### src/rtl/central_report_collector_pkg.sv
// Shared definitions for the central report collector.
// Holds the collector FSM state encoding, the report class encoding, the
// status-code constants used to classify a satellite report, the default
// report address, and a classifier helper used by the top module.
package central_report_pkg;

    typedef enum logic [1:0] {
        IDLE    = 2'd0,
        CAPTURE = 2'd1,
        ACK     = 2'd2
    } state_t;

    typedef enum logic [2:0] {
        RC_BAD   = 3'd0,
        RC_CRASH = 3'd1,
        RC_HANG  = 3'd2,
        RC_OVF   = 3'd3,
        RC_MISM  = 3'd4
    } rpt_class_t;

    // Upper half of the status word selects the class.
    localparam logic [15:0] CODE_CRASH = 16'hDEAD;
    localparam logic [15:0] CODE_HANG  = 16'hBEEF;
    localparam logic [15:0] CODE_OVF   = 16'hC0DE;
    localparam logic [15:0] CODE_MISM  = 16'hFFFF;

    // Lower half must carry one of these sub-codes.
    localparam logic [15:0] SUB_A = 16'h0001;
    localparam logic [15:0] SUB_B = 16'h0002;

    localparam logic [31:0] DEFAULT_REPORT_ADDR = 32'h8000_0000;

    localparam int STATUS_W = 32;
    localparam int CNT_W    = 16;

    // Status-word classification only; address and write-enable legality
    // are judged by the caller.
    function automatic rpt_class_t classify_status(input logic [31:0] status);
        rpt_class_t cls;
        cls = RC_BAD;
        if ((status[15:0] == SUB_A) || (status[15:0] == SUB_B)) begin
            case (status[31:16])
                CODE_CRASH: cls = RC_CRASH;
                CODE_HANG:  cls = RC_HANG;
                CODE_OVF:   cls = RC_OVF;
                CODE_MISM:  cls = RC_MISM;
                default:    cls = RC_BAD;
            endcase
        end
        return cls;
    endfunction

endpackage

### src/rtl/central_report_collector_if.sv
// Bus bundle between the collector and its environment.
// Carries the satellite report handshake (sat_req, sat_we, sat_addr_write,
// sat_wdata -> sat_write_done) and the host-side report queue head
// (rpt_valid, rpt_status, irq <- rpt_ready).
//   master : the satellite/host side, drives requests and rpt_ready.
//   slave  : the collector, drives completion, queue head and irq.
interface central_report_collector_if #(
    parameter int ADDR_WIDTH   = 32,
    parameter int EXT_RW_WIDTH = 256
);
    logic                    sat_req;
    logic                    sat_we;
    logic [ADDR_WIDTH-1:0]   sat_addr_write;
    logic [EXT_RW_WIDTH-1:0] sat_wdata;
    logic                    sat_write_done;
    logic                    rpt_valid;
    logic                    rpt_ready;
    logic [31:0]             rpt_status;
    logic                    irq;

    modport master (
        output sat_req, sat_we, sat_addr_write, sat_wdata, rpt_ready,
        input  sat_write_done, rpt_valid, rpt_status, irq
    );

    modport slave (
        input  sat_req, sat_we, sat_addr_write, sat_wdata, rpt_ready,
        output sat_write_done, rpt_valid, rpt_status, irq
    );
endinterface

### src/rtl/central_report_collector_fifo.sv
// report_fifo: first-word-fall-through queue of report status words.
// Ports:
//   clk, rst   : clock, synchronous active-high reset (pointers only)
//   push/push_data : write request; accepted when not full, or when full
//                    and a pop happens in the same cycle
//   pop        : consume the head (ignored when empty)
//   full/empty : occupancy flags
//   head       : current head word, 0 while empty
module report_fifo #(
    parameter int WIDTH = 32,
    parameter int DEPTH = 8
) (
    input  logic             clk,
    input  logic             rst,
    input  logic             push,
    input  logic [WIDTH-1:0] push_data,
    input  logic             pop,
    output logic             full,
    output logic             empty,
    output logic [WIDTH-1:0] head
);
    localparam int AW = $clog2(DEPTH);
    localparam logic [AW:0] PTR_ONE = {{AW{1'b0}}, 1'b1};

    logic [WIDTH-1:0] mem [DEPTH];
    // Extra MSB distinguishes full from empty when the index bits match.
    logic [AW:0]      wr_ptr;
    logic [AW:0]      rd_ptr;
    logic             rd_en;
    logic             wr_en;

    always_comb begin
        empty = (wr_ptr == rd_ptr);
        full  = (wr_ptr[AW] != rd_ptr[AW]) && (wr_ptr[AW-1:0] == rd_ptr[AW-1:0]);
        rd_en = pop && !empty;
        // When full, the slot being written is the one the pop frees.
        wr_en = push && (!full || rd_en);
        head  = empty ? '0 : mem[rd_ptr[AW-1:0]];
    end

    always_ff @(posedge clk) begin
        if (rst) begin
            wr_ptr <= '0;
            rd_ptr <= '0;
        end else begin
            if (wr_en) wr_ptr <= wr_ptr + PTR_ONE;
            if (rd_en) rd_ptr <= rd_ptr + PTR_ONE;
        end
    end

    always_ff @(posedge clk) begin
        if (wr_en) mem[wr_ptr[AW-1:0]] <= push_data;
    end

endmodule

### src/rtl/central_report_collector.sv
// central_report_collector: accepts status reports from a satellite,
// classifies them, counts them per class and queues legal ones for a host.
// Ports:
//   clk, rst  : clock, synchronous active-high reset
//   bus       : satellite handshake and report queue head (slave side)
//   clr_cnt   : zero all counters (wins over a same-cycle increment)
//   crash_cnt, hang_cnt, ovf_cnt, mism_cnt : per-class counts (saturating)
//   bad_cnt   : malformed or illegal reports
//   drop_cnt  : legal reports lost because the queue was full
// Flow: IDLE latches a request, CAPTURE classifies and pushes, ACK pulses
// sat_write_done, so done appears two cycles after the request is sampled.
module central_report_collector
    import central_report_pkg::*;
#(
    parameter int                    ADDR_WIDTH   = 32,
    parameter int                    EXT_RW_WIDTH = 256,
    parameter int                    FIFO_DEPTH   = 8,
    parameter logic [ADDR_WIDTH-1:0] REPORT_ADDR  = ADDR_WIDTH'(DEFAULT_REPORT_ADDR)
) (
    input  logic                      clk,
    input  logic                      rst,
    central_report_collector_if.slave bus,
    input  logic                      clr_cnt,
    output logic [CNT_W-1:0]          crash_cnt,
    output logic [CNT_W-1:0]          hang_cnt,
    output logic [CNT_W-1:0]          ovf_cnt,
    output logic [CNT_W-1:0]          mism_cnt,
    output logic [CNT_W-1:0]          bad_cnt,
    output logic [CNT_W-1:0]          drop_cnt
);

    function automatic logic [CNT_W-1:0] sat_inc(input logic [CNT_W-1:0] v,
                                                 input logic             en);
        return (en && (v != {CNT_W{1'b1}})) ? v + CNT_W'(1) : v;
    endfunction

    state_t                state;
    logic                  we_q;
    logic [ADDR_WIDTH-1:0] addr_q;
    logic [STATUS_W-1:0]   status_q;

    rpt_class_t cls;
    logic       capture;
    logic       rpt_ok;
    logic       push;
    logic       pop;
    logic       full;
    logic       empty;
    logic       drop;

    // Only the status word of the payload is meaningful.
    logic unused_wdata_hi;
    assign unused_wdata_hi = ^bus.sat_wdata[EXT_RW_WIDTH-1:STATUS_W];

    always_comb begin
        cls     = classify_status(status_q);
        capture = (state == CAPTURE);
        rpt_ok  = we_q && (addr_q == REPORT_ADDR) && (cls != RC_BAD);
        push    = capture && rpt_ok;
        pop     = bus.rpt_ready && !empty;
        // A pop in the same cycle frees the slot, so a full queue still accepts.
        drop    = push && full && !pop;
    end

    always_ff @(posedge clk) begin
        if (rst) begin
            state              <= IDLE;
            bus.sat_write_done <= 1'b0;
        end else begin
            case (state)
                IDLE: begin
                    bus.sat_write_done <= 1'b0;
                    if (bus.sat_req) state <= CAPTURE;
                end
                CAPTURE: begin
                    bus.sat_write_done <= 1'b1;
                    state              <= ACK;
                end
                ACK: begin
                    bus.sat_write_done <= 1'b0;
                    state              <= IDLE;
                end
                default: begin
                    bus.sat_write_done <= 1'b0;
                    state              <= IDLE;
                end
            endcase
        end
    end

    always_ff @(posedge clk) begin
        if ((state == IDLE) && bus.sat_req) begin
            we_q     <= bus.sat_we;
            addr_q   <= bus.sat_addr_write;
            status_q <= bus.sat_wdata[STATUS_W-1:0];
        end
    end

    always_ff @(posedge clk) begin
        if (rst || clr_cnt) begin
            crash_cnt <= '0;
            hang_cnt  <= '0;
            ovf_cnt   <= '0;
            mism_cnt  <= '0;
            bad_cnt   <= '0;
            drop_cnt  <= '0;
        end else if (capture) begin
            crash_cnt <= sat_inc(crash_cnt, rpt_ok && (cls == RC_CRASH));
            hang_cnt  <= sat_inc(hang_cnt,  rpt_ok && (cls == RC_HANG));
            ovf_cnt   <= sat_inc(ovf_cnt,   rpt_ok && (cls == RC_OVF));
            mism_cnt  <= sat_inc(mism_cnt,  rpt_ok && (cls == RC_MISM));
            bad_cnt   <= sat_inc(bad_cnt,   !rpt_ok);
            drop_cnt  <= sat_inc(drop_cnt,  drop);
        end
    end

    report_fifo #(
        .WIDTH (STATUS_W),
        .DEPTH (FIFO_DEPTH)
    ) u_fifo (
        .clk       (clk),
        .rst       (rst),
        .push      (push),
        .push_data (status_q),
        .pop       (bus.rpt_ready),
        .full      (full),
        .empty     (empty),
        .head      (bus.rpt_status)
    );

    assign bus.rpt_valid = !empty;
    assign bus.irq       = !empty;

endmodule

### src/flat_wrapper.sv
// flat-port wrapper written by rule: the top's interface ports become plain ports
module central_report_collector_flat import central_report_pkg::*;
#(
    parameter int                    ADDR_WIDTH   = 32,
    parameter int                    EXT_RW_WIDTH = 256,
    parameter int                    FIFO_DEPTH   = 8,
    parameter logic [ADDR_WIDTH-1:0] REPORT_ADDR  = ADDR_WIDTH'(DEFAULT_REPORT_ADDR)
)
  (clk, rst, clr_cnt, crash_cnt, hang_cnt, ovf_cnt, mism_cnt, bad_cnt, drop_cnt, bus_sat_req, bus_sat_we, bus_sat_addr_write, bus_sat_wdata, bus_rpt_ready, bus_sat_write_done, bus_rpt_valid, bus_rpt_status, bus_irq);
  central_report_collector_if #(.ADDR_WIDTH(ADDR_WIDTH), .EXT_RW_WIDTH(EXT_RW_WIDTH)) bus_i ();
  input  logic clk;
  input  logic rst;
  input  logic clr_cnt;
  output logic [CNT_W-1:0] crash_cnt;
  output logic [CNT_W-1:0] hang_cnt;
  output logic [CNT_W-1:0] ovf_cnt;
  output logic [CNT_W-1:0] mism_cnt;
  output logic [CNT_W-1:0] bad_cnt;
  output logic [CNT_W-1:0] drop_cnt;
  input wire logic [$bits(bus_i.sat_req)-1:0] bus_sat_req;
  input wire logic [$bits(bus_i.sat_we)-1:0] bus_sat_we;
  input wire logic [$bits(bus_i.sat_addr_write)-1:0] bus_sat_addr_write;
  input wire logic [$bits(bus_i.sat_wdata)-1:0] bus_sat_wdata;
  input wire logic [$bits(bus_i.rpt_ready)-1:0] bus_rpt_ready;
  output wire logic [$bits(bus_i.sat_write_done)-1:0] bus_sat_write_done;
  output wire logic [$bits(bus_i.rpt_valid)-1:0] bus_rpt_valid;
  output wire logic [$bits(bus_i.rpt_status)-1:0] bus_rpt_status;
  output wire logic [$bits(bus_i.irq)-1:0] bus_irq;
  assign bus_i.sat_req = bus_sat_req;
  assign bus_i.sat_we = bus_sat_we;
  assign bus_i.sat_addr_write = bus_sat_addr_write;
  assign bus_i.sat_wdata = bus_sat_wdata;
  assign bus_i.rpt_ready = bus_rpt_ready;
  assign bus_sat_write_done = bus_i.sat_write_done;
  assign bus_rpt_valid = bus_i.rpt_valid;
  assign bus_rpt_status = bus_i.rpt_status;
  assign bus_irq = bus_i.irq;
  central_report_collector #(.ADDR_WIDTH(ADDR_WIDTH), .EXT_RW_WIDTH(EXT_RW_WIDTH), .FIFO_DEPTH(FIFO_DEPTH), .REPORT_ADDR(REPORT_ADDR)) u_core (.clk(clk), .rst(rst), .bus(bus_i), .clr_cnt(clr_cnt), .crash_cnt(crash_cnt), .hang_cnt(hang_cnt), .ovf_cnt(ovf_cnt), .mism_cnt(mism_cnt), .bad_cnt(bad_cnt), .drop_cnt(drop_cnt));
endmodule
### config.mk
export PLATFORM = sky130hd
export DESIGN_NAME = central_report_collector_flat
export DESIGN_NICKNAME = d
export VERILOG_FILES = /design/src/rtl/central_report_collector_pkg.sv /design/src/rtl/central_report_collector_if.sv /design/src/rtl/central_report_collector_fifo.sv /design/src/rtl/central_report_collector.sv /design/src/flat_wrapper.sv
export SDC_FILE = /design/constraint.sdc
export NUM_CORES = 1
export LEC_CHECK = 0
export CAP_MARGIN = 20
export CORE_MARGIN = 1
export CORE_UTILIZATION = 48
export CTS_BUF_LIST = sky130_fd_sc_hd__clkbuf_8 sky130_fd_sc_hd__clkbuf_16
export CTS_CLUSTER_SIZE = 25
export DETAILED_ROUTE_END_ITERATION = 10
export GPL_ROUTABILITY_DRIVEN = 0
export PLACE_DENSITY = 0.89
export SYNTH_ARGS = -nofsm -noshare
export SYNTH_HDL_FRONTEND = slang
export SYNTH_SLANG_ARGS = --single-unit
### constraint.sdc
create_clock -name clk -period 9.28 [get_ports clk]
set_input_delay 1.392 -clock clk [delete_from_list [all_inputs] [get_ports clk]]
set_output_delay 1.392 -clock clk [all_outputs]
set_load 0.02 [all_outputs]
==> summary.txt, run 1 <==
Worst setup path
  – Slowest-stage cell, CP: dfxtp_4
  – Crit Path Class: flop to output pin
  – CP arrival: 3.49 ns
  – CP max FO: 34
  – CP startpoint kind: flop
  – Crit path cell chain: buf_4, mux4_2, mux2i_1, nor2_1, clkdlybuf4s50_1
  – Critical Path End Type: output pin
  – Crit path max-delay family: buffers and inverters
  – CP max stage delay: 0.76 ns
  – CP bufs+invs: 2
  – Worst path required time: 7.89 ns

Synth
  – Yosys top cell area share: 0.562
  – Primary FF master, synth: edfxtp_1
  – Sequential area share after synthesis: 0.690
  – Ranking of synthesized cells by area: edfxtp_1 56%, dfxtp_1 13%, mux4_2 8.4%
  – Mapped Area: 17200 sq um
  – Cells after synthesis: 1145
  – Cell taking the most area after synthesis: edfxtp_1
  – Syn Area/Cell: 15.0 sq um
  – Yosys Warn Count: 0
  – EDFF count, synth: 321
  – Syn nets: 1447
  – Asr flop ratio synth: 0
  – #FFs+latches synth: 431
  – Synth unique cells: 50

GRT
  – Vias in the first global route: 11000
  – Initial antenna violation count: 2
  – Overall routing resource usage: 0.219
  – Global-route wire length before repair: 60900 um
  – Overflow after GRT: 0
  – Largest net degree at the start of global routing: 89

Floorplanning
  – Die W: 191 um
  – Chip height: 191 um
  – Area of the die: 36500 sq um
  – Initial Utilization: 0.492
  – CORE AREA: 34900 sq um
  – I/O pins: 425
  – Row count: 68

Power
  – Lkg Pwr: 6.53 nW
  – IR drop worst, VDD: 0.168 mV
  – Cell Pwr Density: 184 nW/um^2
  – Seq pwr share: 0.546
  – Total Power: 3.88 mW
  – Logic pwr share: 0.016
  – Net Sw Power: 780 uW
  – Switch share: 0.201
  – Internal power: 3.10 mW
  – Clk network pwr share: 0.437

Flow run
  – Max Cap Violations: 0

Route
  – Wire length on met2: 19900 um
  – # DRC: 0
  – Vias: 10800
  – Final WL: 40200 um
  – Detailed Routing Iterations Pass 1: 7
  – WL per Instance: 21.8 um
  – DRT iter0 DRCs: 756
  – Via-to-Cell Ratio: 5.88
  – Met3 wire len: 3730 um
  – Post-route ant nets: 0
  – Wl on met1: 15900 um
  – Top sig layer: met5

Final layout
  – Area occupied by multi-input gates: 5100 sq um
  – Fill cells: 2546
  – Design Area, Final: 21100 sq um
  – N_diodes: 0
  – Layout Nets: 1655
  – Layout area overhead: 22.9%
  – Share of cells above drive strength 1: 0.121
  – Sequential cell area: 11800 sq um
  – Layout Cells excl Fill: 1841
  – Final core area utilization: 0.605

Clocking
  – Post_cts resized: 0
  – CTS tree: done
  – Clock Pin Slew Worst Setup and Hold Paths: 0.06 ns
  – Worst-Skew Late Latency: 0.56 ns
  – Clock sink total: 431
  – Clk buf depth: 3
  – Post CTS Setup Buffer Count: 0
  – CTS root buffer: clkbuf_16
  – Num CTS Buffers: 44
  – H-tree depth: 2
  – Cts hold-fix bufs: 0

Timing
  – Max Clock Skew: 0.0185 ns
  – Min Tclk post-route: 4.88 ns
  – Final hold violation count: 0
  – Rel. slew slack: 0.357
  – Post-route clock period utilization: 0.526
  – Final TNS setup: 0 ns
  – Tightest Pin Transition: 0.962 ns
  – Final setup viols: 0
  – Slew Viols, Final: 0
  – Unrepaired setup endpoints after global routing: no
  – Fmax: 0.205 GHz

Place
  – Hpwl dp: 24100 um
  – IO Port Bufs: 200
  – Placed insts: 1762
  – Placed cell area: 19700 sq um

Status
  – Status: completed

Worst hold path
  – HP Class: flop to flop
tightest hold or removal path: stages (launching register included):
cell and delay [ns]:
dfxtp_1 0.33, nand2_1 0.06, mux2i_1 0.05
final cells by class:
type                            count  area share
Clock inverter                     33      0.0123
Tap cell                          455      0.0270
Sequential cell                   431       0.562
Clock buffer                       46      0.0540
Timing Repair Buffer              218       0.101
Inverter                           11     0.00196
Multi-Input combinational cell    647       0.242
logic make-up (layout without fill, tap and decap cells):
group | Yosys count | in the layout | share of synthesized area
xor gates and xnor gates | 33 | 33 | 0.0168
muxes | 103 | 103 | 0.107
AOI/OAI and AO/OA | 135 | 135 | 0.0461
DFF | 431 | 431 | 0.690
and+or+nand+nor | 368 | 368 | 0.118
adders and majority gates | 8 | 8 | 0.00583
buffers and inverters | 67 | 308 | 0.0165
metrics by stage:
step	setup WS, ns	hold WS, ns
after CTS	4.28	0.495
after detailed placement	4.89	0.484
after global routing	4.12	0.513
after global placement	4.92	0.474
final	4.40	0.494
after floorplan	2.57	0.505
sequential cells by signal (all words and copies together), names as in the netlist, named ones only:
signal and count:
u_core.hang_cnt 16, u_core.status_q 32, u_core.u_fifo.mem 256, u_core.crash_cnt 16
u_core.mism_cnt 16, u_core.bad_cnt 16, u_core.addr_q 32, u_core.state 2
u_core.u_fifo.rd_ptr 4, u_core.drop_cnt 16, u_core.u_fifo.wr_ptr 4, u_core.ovf_cnt 16
u_core.we_q 1, u_core.bus.sat_write_done 1
final timing paths:
kind	cells past startpoint	slack, ns	start	end
min	2	0.49	u_core.ovf_cnt[11]	u_core.ovf_cnt[11]
max reg2reg	7	5.39	u_core.status_q[5]	u_core.u_fifo.mem[5][23]
max	5	4.40	flop	bus_rpt_status[17]
min reg2reg	2	0.49	u_core.ovf_cnt[11]	u_core.ovf_cnt[11]
power by group through the flow:
stage | Clock, mW | Sequential (mW) | Combinational, mW
floorplan | 0 | 2.15 | 0.0214
global placement | 0 | 2.16 | 0.0619
detailed placement | 0 | 2.16 | 0.0635
CTS | 1.73 | 2.12 | 0.0642
global route | 1.80 | 2.12 | 0.0681
finish | 1.70 | 2.12 | 0.0636
layout by cell type (no fill, tap or decap), drive strengths merged, types with 40 or more instances in the layout:
master,synthesis,layout
mux4,64,64
or3,44,44
clkbuf,38,46
dfxtp,110,110
edfxtp,321,321
a21oi,56,56
nand2,52,52
nand3,49,49
nor2,79,79
clkdlybuf4s50,0,200
o21ai,40,40
routing by layer:
layer	vias to the layer above	GRT usage
li1	4936	-
met5	-	0
met4	4	0.0528
met3	56	0.0683
met1	5405	0.267
met2	430	0.379
synthesized netlist by cell type (6+ instances only):
library cell	count
nand3_1	48
or3_1	44
nand2_1	51
inv_1	11
xnor2_1	10
buf_1	11
nor4_1	19
clkbuf_1	38
or4_1	29
mux4_2	64
nor2_1	79
xor2_1	23
o211ai_1	7
and2_1	6
o21ai_0	40
ha_1	8
a21oi_1	56
and3_1	16
o31ai_1	18
dfxtp_1	110
and4_1	12
mux2i_1	39
nor3_1	7
nand4_1	36
edfxtp_1	321
Power figures use the tool's default switching activity.
==> run 2: changes to the inputs <==
--- a/config.mk
+++ b/config.mk
@@ -7,12 +7,12 @@
 export LEC_CHECK = 0
 export CAP_MARGIN = 20
 export CORE_MARGIN = 1
-export CORE_UTILIZATION = 48
+export CORE_UTILIZATION = 45
 export CTS_BUF_LIST = sky130_fd_sc_hd__clkbuf_8 sky130_fd_sc_hd__clkbuf_16
 export CTS_CLUSTER_SIZE = 25
 export DETAILED_ROUTE_END_ITERATION = 10
 export GPL_ROUTABILITY_DRIVEN = 0
-export PLACE_DENSITY = 0.89
+export PLACE_DENSITY = 0.88
 export SYNTH_ARGS = -nofsm -noshare
 export SYNTH_HDL_FRONTEND = slang
 export SYNTH_SLANG_ARGS = --single-unit
==> constraint.sdc (replaced) <==
create_clock -name clk -period 4.26 [get_ports clk]
set_input_delay 0.639 -clock clk [delete_from_list [all_inputs] [get_ports clk]]
set_output_delay 0.639 -clock clk [all_outputs]
set_load 0.02 [all_outputs]
==> run 2 against run 1 <==
  * Worst setup slack worse by 4.1 ns
  * Critical path depth up 2
  * Sequential power up 120%
  * Hold slack better by 0.0054 ns
  * Via count up 1.0%
  * Count of clock-buffer cells in the layout up 2
  * Final cell count up 3.5%
  * Core utilization down 3.4 points
  * Critical endpoint is now u_core.u_fifo.mem[5][16]
==> summary.txt, run 2 (synthesis results as in run 1) <==
Status
  – Status: completed

Flow run
  – Max Cap Violations: 0 (unchanged)

Clocking
  – CTS root buffer: clkbuf_16
  – Clock Pin Slew Worst Setup and Hold Paths: 0.06 ns (about the same)
  – H-tree depth: 2 (unchanged)
  – Worst-Skew Late Latency: 0.58 ns (+0.02 ns)
  – Post_cts resized: 0 (unchanged)
  – CTS tree: done
  – Cts hold-fix bufs: 0 (unchanged)
  – Clk buf depth: 3 (unchanged)
  – Num CTS Buffers: 44 (unchanged)
  – Post CTS Setup Buffer Count: 0 (unchanged)
  – Clock sink total: 431 (unchanged)

Route
  – Wl on met1: 15800 um (-0.82%)
  – Vias: 10900 (+1.0%)
  – Detailed Routing Iterations Pass 1: 7 (unchanged)
  – Top sig layer: met4
  – Met3 wire len: 3790 um (+1.6%)
  – Via-to-Cell Ratio: 5.74 (-2.4%)
  – # DRC: 0 (unchanged)
  – WL per Instance: 21.5 um (-1.4%)
  – Post-route ant nets: 0 (unchanged)
  – Wire length on met2: 20600 um (+3.9%)
  – DRT iter0 DRCs: 767 (+1.5%)
  – Final WL: 41000 um (+2.1%)

Timing
  – Tightest Pin Transition: 1.04 ns (+0.0735 ns)
  – Unrepaired setup endpoints after global routing: no
  – Rel. slew slack: 0.310 (-0.0471)
  – Max Clock Skew: 0.0228 ns (+0.00428 ns)
  – Fmax: 0.255 GHz
  – Final TNS setup: 0 ns (unchanged)
  – Worst hold slack: 0.500 ns (+0.00535 ns)
  – Final setup viols: 0 (unchanged)
  – Final hold violation count: 0 (unchanged)
  – Post-route clock period utilization: 0.920
  – Min Tclk post-route: 3.92 ns
  – Slew Viols, Final: 0 (unchanged)

Worst setup path
  – R2r setup slk: 0.34 ns (-5.05 ns)
  – Crit Path Class: flop to flop
  – CP max FO: 32 (-5.9%)
  – Critical Path End Type: flop
  – CP startpoint kind: flop
  – CP arrival: 4.18 ns (+0.69 ns)
  – Worst path required time: 4.52 ns (-3.37 ns)

Final layout
  – Final core area utilization: 0.570 (-0.0344)
  – Commonest cells after routing, fill and taps aside: 321 x edfxtp_1, 200 x clkdlybuf4s50_1, 107 x dfxtp_1
  – Share of cells above drive strength 1: 0.126 (+0.00522)
  – Layout Cells excl Fill: 1906 (+3.5%)
  – Layout Nets: 1665 (+0.60%)
  – Max FFs per register: 256 (unchanged)
  – Layout area overhead: 24.9%
  – Commonest non-fill, non-tap cell in the layout: edfxtp_1

GRT
  – Overflow after GRT: 0 (unchanged)
  – Largest net degree at the start of global routing: 56 (-37%)
  – Global-route wire length before repair: 62900 um (+3.3%)
  – Vias in the first global route: 11200 (+2.2%)
  – Overall routing resource usage: 0.214 (-0.00589)
  – Initial antenna violation count: 3 (+1)

Place
  – Hpwl dp: 25000 um (+3.8%)
  – IO Port Bufs: 200 (unchanged)
  – Placed insts: 1828 (+3.7%)

Floorplanning
  – Die W: 197 um (+3.2%)
  – Area of the die: 38900 sq um (+6.6%)
  – Chip height: 197 um (+3.2%)
  – I/O pins: 425 (unchanged)
  – Initial Utilization: 0.457 (-0.0353)
  – Row count: 71 (+4.4%)
  – CORE AREA: 37600 sq um (+7.7%)

Power
  – Total Power: 8.60 mW (+120%)
  – Cell Pwr Density: 401 nW/um^2 (+120%)
  – IR drop worst, VDD: 0.295 mV (+76%)
  – Lkg Pwr: 6.62 nW (+1.4%)

Worst hold path
  – HP Class: flop to flop
[run 2: per-stage QoR]
step                cell area (sq um)  worst slack [ns]
floorplan                       17200            -0.645
global placement                20000             0.495
detailed placement              20000             0.437
CTS                             21400             0.342
global route                    21400             0.144
finish                          21400             0.339
[run 2: critical path: stages (launching register included)]
cell and delay [ns]:
edfxtp_1 0.52, nor4_1 0.60, nand4_1 0.45, or4_1 0.76
nor3_1 0.45, nand2_1 0.22, nor3b_2 0.30, buf_12 0.28
[run 2: worst paths after layout]
check                                                end                start  depth (start not counted)
worst min-delay path                 u_core.drop_cnt[11]  u_core.drop_cnt[11]                          2
worst min register to register       u_core.drop_cnt[11]  u_core.drop_cnt[11]                          2
worst max register to register  u_core.u_fifo.mem[5][16]   u_core.status_q[5]                          7
worst max-delay path            u_core.u_fifo.mem[5][16]   u_core.status_q[5]                          7
[run 2: final cells by class]
| cell class | count | area, sq um |
|---|---|---|
| repair buffers | 228 | 2310 |
| flip-flops and latches | 431 | 11800 |
| clock inverters | 27 | 265 |
| clock buffers | 48 | 1180 |
| diodes | 3 | 7.51 |
| fillers | 2830 | 16100 |
| multi-input cells | 647 | 5140 |
| well taps | 511 | 639 |
| inverters | 11 | 41.3 |
[run 2: where the power goes]
group | internal [mW] | switching, mW
clock network | 2.23 | 1.60
logic | 0.0694 | 0.0699
registers | 4.56 | 0.0584
total | 6.87 | 1.73
[run 2: routing by layer]
layer	vias up	global-route usage
met2	479	0.367
met5	-	0
li1	4952	-
met1	5451	0.261
met3	61	0.0603
met4	0	0.0655
==> run 3: changes to the inputs <==
--- a/config.mk
+++ b/config.mk
@@ -5,14 +5,13 @@
 export SDC_FILE = /design/constraint.sdc
 export NUM_CORES = 1
 export LEC_CHECK = 0
-export CAP_MARGIN = 20
 export CORE_MARGIN = 1
 export CORE_UTILIZATION = 45
 export CTS_BUF_LIST = sky130_fd_sc_hd__clkbuf_8 sky130_fd_sc_hd__clkbuf_16
 export CTS_CLUSTER_SIZE = 25
 export DETAILED_ROUTE_END_ITERATION = 10
 export GPL_ROUTABILITY_DRIVEN = 0
-export PLACE_DENSITY = 0.88
+export PLACE_DENSITY = 0.77
 export SYNTH_ARGS = -nofsm -noshare
 export SYNTH_HDL_FRONTEND = slang
 export SYNTH_SLANG_ARGS = --single-unit
==> run 3 against run 2 <==
  * Die area unchanged
  * Design area about the same
  * Via count decreased by 1.5%
  * Total power increased by 0.36%
  * Sequential share of layout area about the same
  * Wire length decreased by 3.7%
  * Global-route usage decreased by 0.76 points
  * Worst setup slack improved by 0.083 ns
  * Final cell count increased by 0.47%
  * Largest power group unchanged
==> summary.txt, run 3 (synthesis results as in run 1) <==
GRT
  – Largest net degree at the start of global routing: 66 (+18%)
  – Overflow after GRT: 0 (unchanged)
  – Vias in the first global route: 10700 (-4.4%)
  – Initial antenna violation count: 2 (-1)
  – Global-route wire length before repair: 61300 um (-2.6%)
  – Overall routing resource usage: 0.206 (-0.00756)

Worst setup path
  – Worst path required time: 4.47 ns (-0.05 ns)
  – CP max FO: 22 (-31%)
  – CP bufs+invs: 1 (unchanged)
  – Critical Path End Type: flop
  – Path depth of the worst reg2reg path: 7 (unchanged)
  – CP arrival: 4.05 ns (-0.13 ns)
  – Crit path cell chain: nor4_1, nand4_1, or4_1, nor3_1, nand2_1, nor3b_2, buf_4
  – CP startpoint kind: flop
  – Crit Path Class: flop to flop
  – Crit path max-delay family: simple AND/OR/NAND/NOR gates
  – CP max stage delay: 0.70 ns (-0.06 ns)
  – Slowest-stage cell, CP: or4_1
  – Levels on crit path: 7 (unchanged)

Place
  – Placed insts: 1832 (+0.22%)
  – IO Port Bufs: 200 (unchanged)
  – Hpwl dp: 24300 um (-2.9%)
  – Placed cell area: 20000 sq um (about the same)

Final layout
  – Layout Cells excl Fill: 1915 (+0.47%)
  – Commonest cells after routing, fill and taps aside: 321 x edfxtp_1, 200 x clkdlybuf4s50_1, 107 x dfxtp_1
  – Layout Nets: 1670 (+0.30%)
  – Max FFs per register: 256 (unchanged)
  – Commonest non-fill, non-tap cell in the layout: edfxtp_1
  – Layout area overhead: 25.0% (about the same)
  – Final core area utilization: 0.571 (about the same)
  – Design Area, Final: 21400 sq um (about the same)
  – Share of cells above drive strength 1: 0.135 (+0.00827)

Clocking
  – Clock sink total: 431 (unchanged)
  – Clock Pin Slew Worst Setup and Hold Paths: 0.06 ns (about the same)
  – Clk buf depth: 3 (unchanged)
  – Post CTS Setup Buffer Count: 0 (unchanged)
  – CTS root buffer: clkbuf_16
  – Worst-Skew Late Latency: 0.57 ns (about the same)
  – CTS tree: done
  – Post_cts resized: 0 (unchanged)
  – Cts hold-fix bufs: 0 (unchanged)
  – H-tree depth: 2 (unchanged)
  – Num CTS Buffers: 45 (+2.3%)

Floorplanning
  – I/O pins: 425 (unchanged)
  – CORE AREA: 37600 sq um (unchanged)
  – Row count: 71 (unchanged)
  – Area of the die: 38900 sq um (unchanged)
  – Initial Utilization: 0.457 (unchanged)
  – Chip height: 197 um (unchanged)
  – Die W: 197 um (unchanged)

Power
  – Lkg Pwr: 6.64 nW (+0.36%)
  – IR drop worst, VDD: 0.282 mV (-4.4%)
  – Total Power: 8.63 mW (+0.36%)
  – Cell Pwr Density: 402 nW/um^2 (+0.28%)

Timing
  – Unrepaired setup endpoints after global routing: no
  – Worst hold slack: 0.497 ns (-0.00269 ns)
  – Min Tclk post-route: 3.84 ns (-0.0831 ns)
  – Tightest Pin Transition: 0.947 ns (-0.0887 ns)
  – Final hold violation count: 0 (unchanged)
  – Post-route clock period utilization: 0.901 (-0.0195)
  – Final setup viols: 0 (unchanged)
  – Rel. slew slack: 0.369 (+0.0591)
  – Slew Viols, Final: 0 (unchanged)
  – Max Clock Skew: 0.0185 ns (-0.00430 ns)
  – Fmax: 0.261 GHz (+2.2%)

Worst hold path
  – WHS Path Cells: 2 (unchanged)
  – HP Class: flop to flop

Route
  – Vias: 10800 (-1.5%)
  – Wire length on met2: 19200 um (-7.1%)
  – Top sig layer: met5
  – # DRC: 0 (unchanged)
  – WL per Instance: 20.6 um (-4.2%)
  – DRT iter0 DRCs: 751 (-2.1%)
  – Met3 wire len: 3060 um (-19%)
  – Post-route ant nets: 0 (unchanged)
  – Detailed Routing Iterations Pass 1: 5 (-2)
  – Wl on met1: 16600 um (+5.1%)
  – Via-to-Cell Ratio: 5.63 (-2.0%)
  – Final WL: 39500 um (-3.7%)

Flow run
  – Max Cap Violations: 0 (unchanged)

Status
  – Status: completed
[run 3: cell types whose count changed in the layout (fill, tap and decap cells not counted), moves of 2 or more]
| cell | change |
|---|---|
| inv_1 | -2 |
| buf_4 | +6 |
| inv_6 | +3 |
| diode_2 | -2 |
| clkinvlp_4 | +2 |
| clkinv_2 | +3 |
| buf_12 | -2 |
| clkbuf_8 | +3 |
[run 3: power breakdown]
group	switching [mW]	internal, mW	total, mW
combinational	0.0728	0.0697	0.142
sequential	0.0543	4.56	4.62
clock	1.63	2.24	3.87
[run 3: layout make-up]
class / instances / area, sq um
clock buffer: 51 / 1220
inverter: 11 / 41.3
fill: 2931 / 16100
antenna: 1 / 2.50
tap: 511 / 639
timing repair buffer: 232 / 2320
sequential: 431 / 11800
clock inverter: 31 / 243
multi-input combinational: 647 / 5140
[run 3: worst register-to-register path: stages (launching register included)]
cell      delay [ns]
edfxtp_1        0.51
nor4_1          0.59
nand4_1         0.43
or4_1           0.70
nor3_1          0.39
nand2_1         0.21
nor3b_2         0.24
buf_4           0.39
[run 3: through the flow]
stage | setup WS, ns | setup TNS [ns]
after detailed placement | 0.521 | 0
after global placement | 0.547 | 0
after global routing | 0.181 | 0
after floorplan | -0.645 | -69.24
final | 0.422 | 0
after CTS | 0.402 | 0
[run 3: per-layer routing]
layer  vias up  GRT usage
met5         -          0
met4         2     0.0459
met3        55     0.0616
met2       321      0.335
met1      5428      0.272
li1       4970          -
[run 3: path summary, 6_finish.rpt]
kind,endpoint,slack (ns),from
setup / recovery,u_core.u_fifo.mem[6][2],0.42,u_core.status_q[5]
hold reg to reg,u_core.bad_cnt[15],0.50,u_core.bad_cnt[15]
hold / removal,u_core.bad_cnt[15],0.50,u_core.bad_cnt[15]
setup reg to reg,u_core.u_fifo.mem[6][2],0.42,u_core.status_q[5]
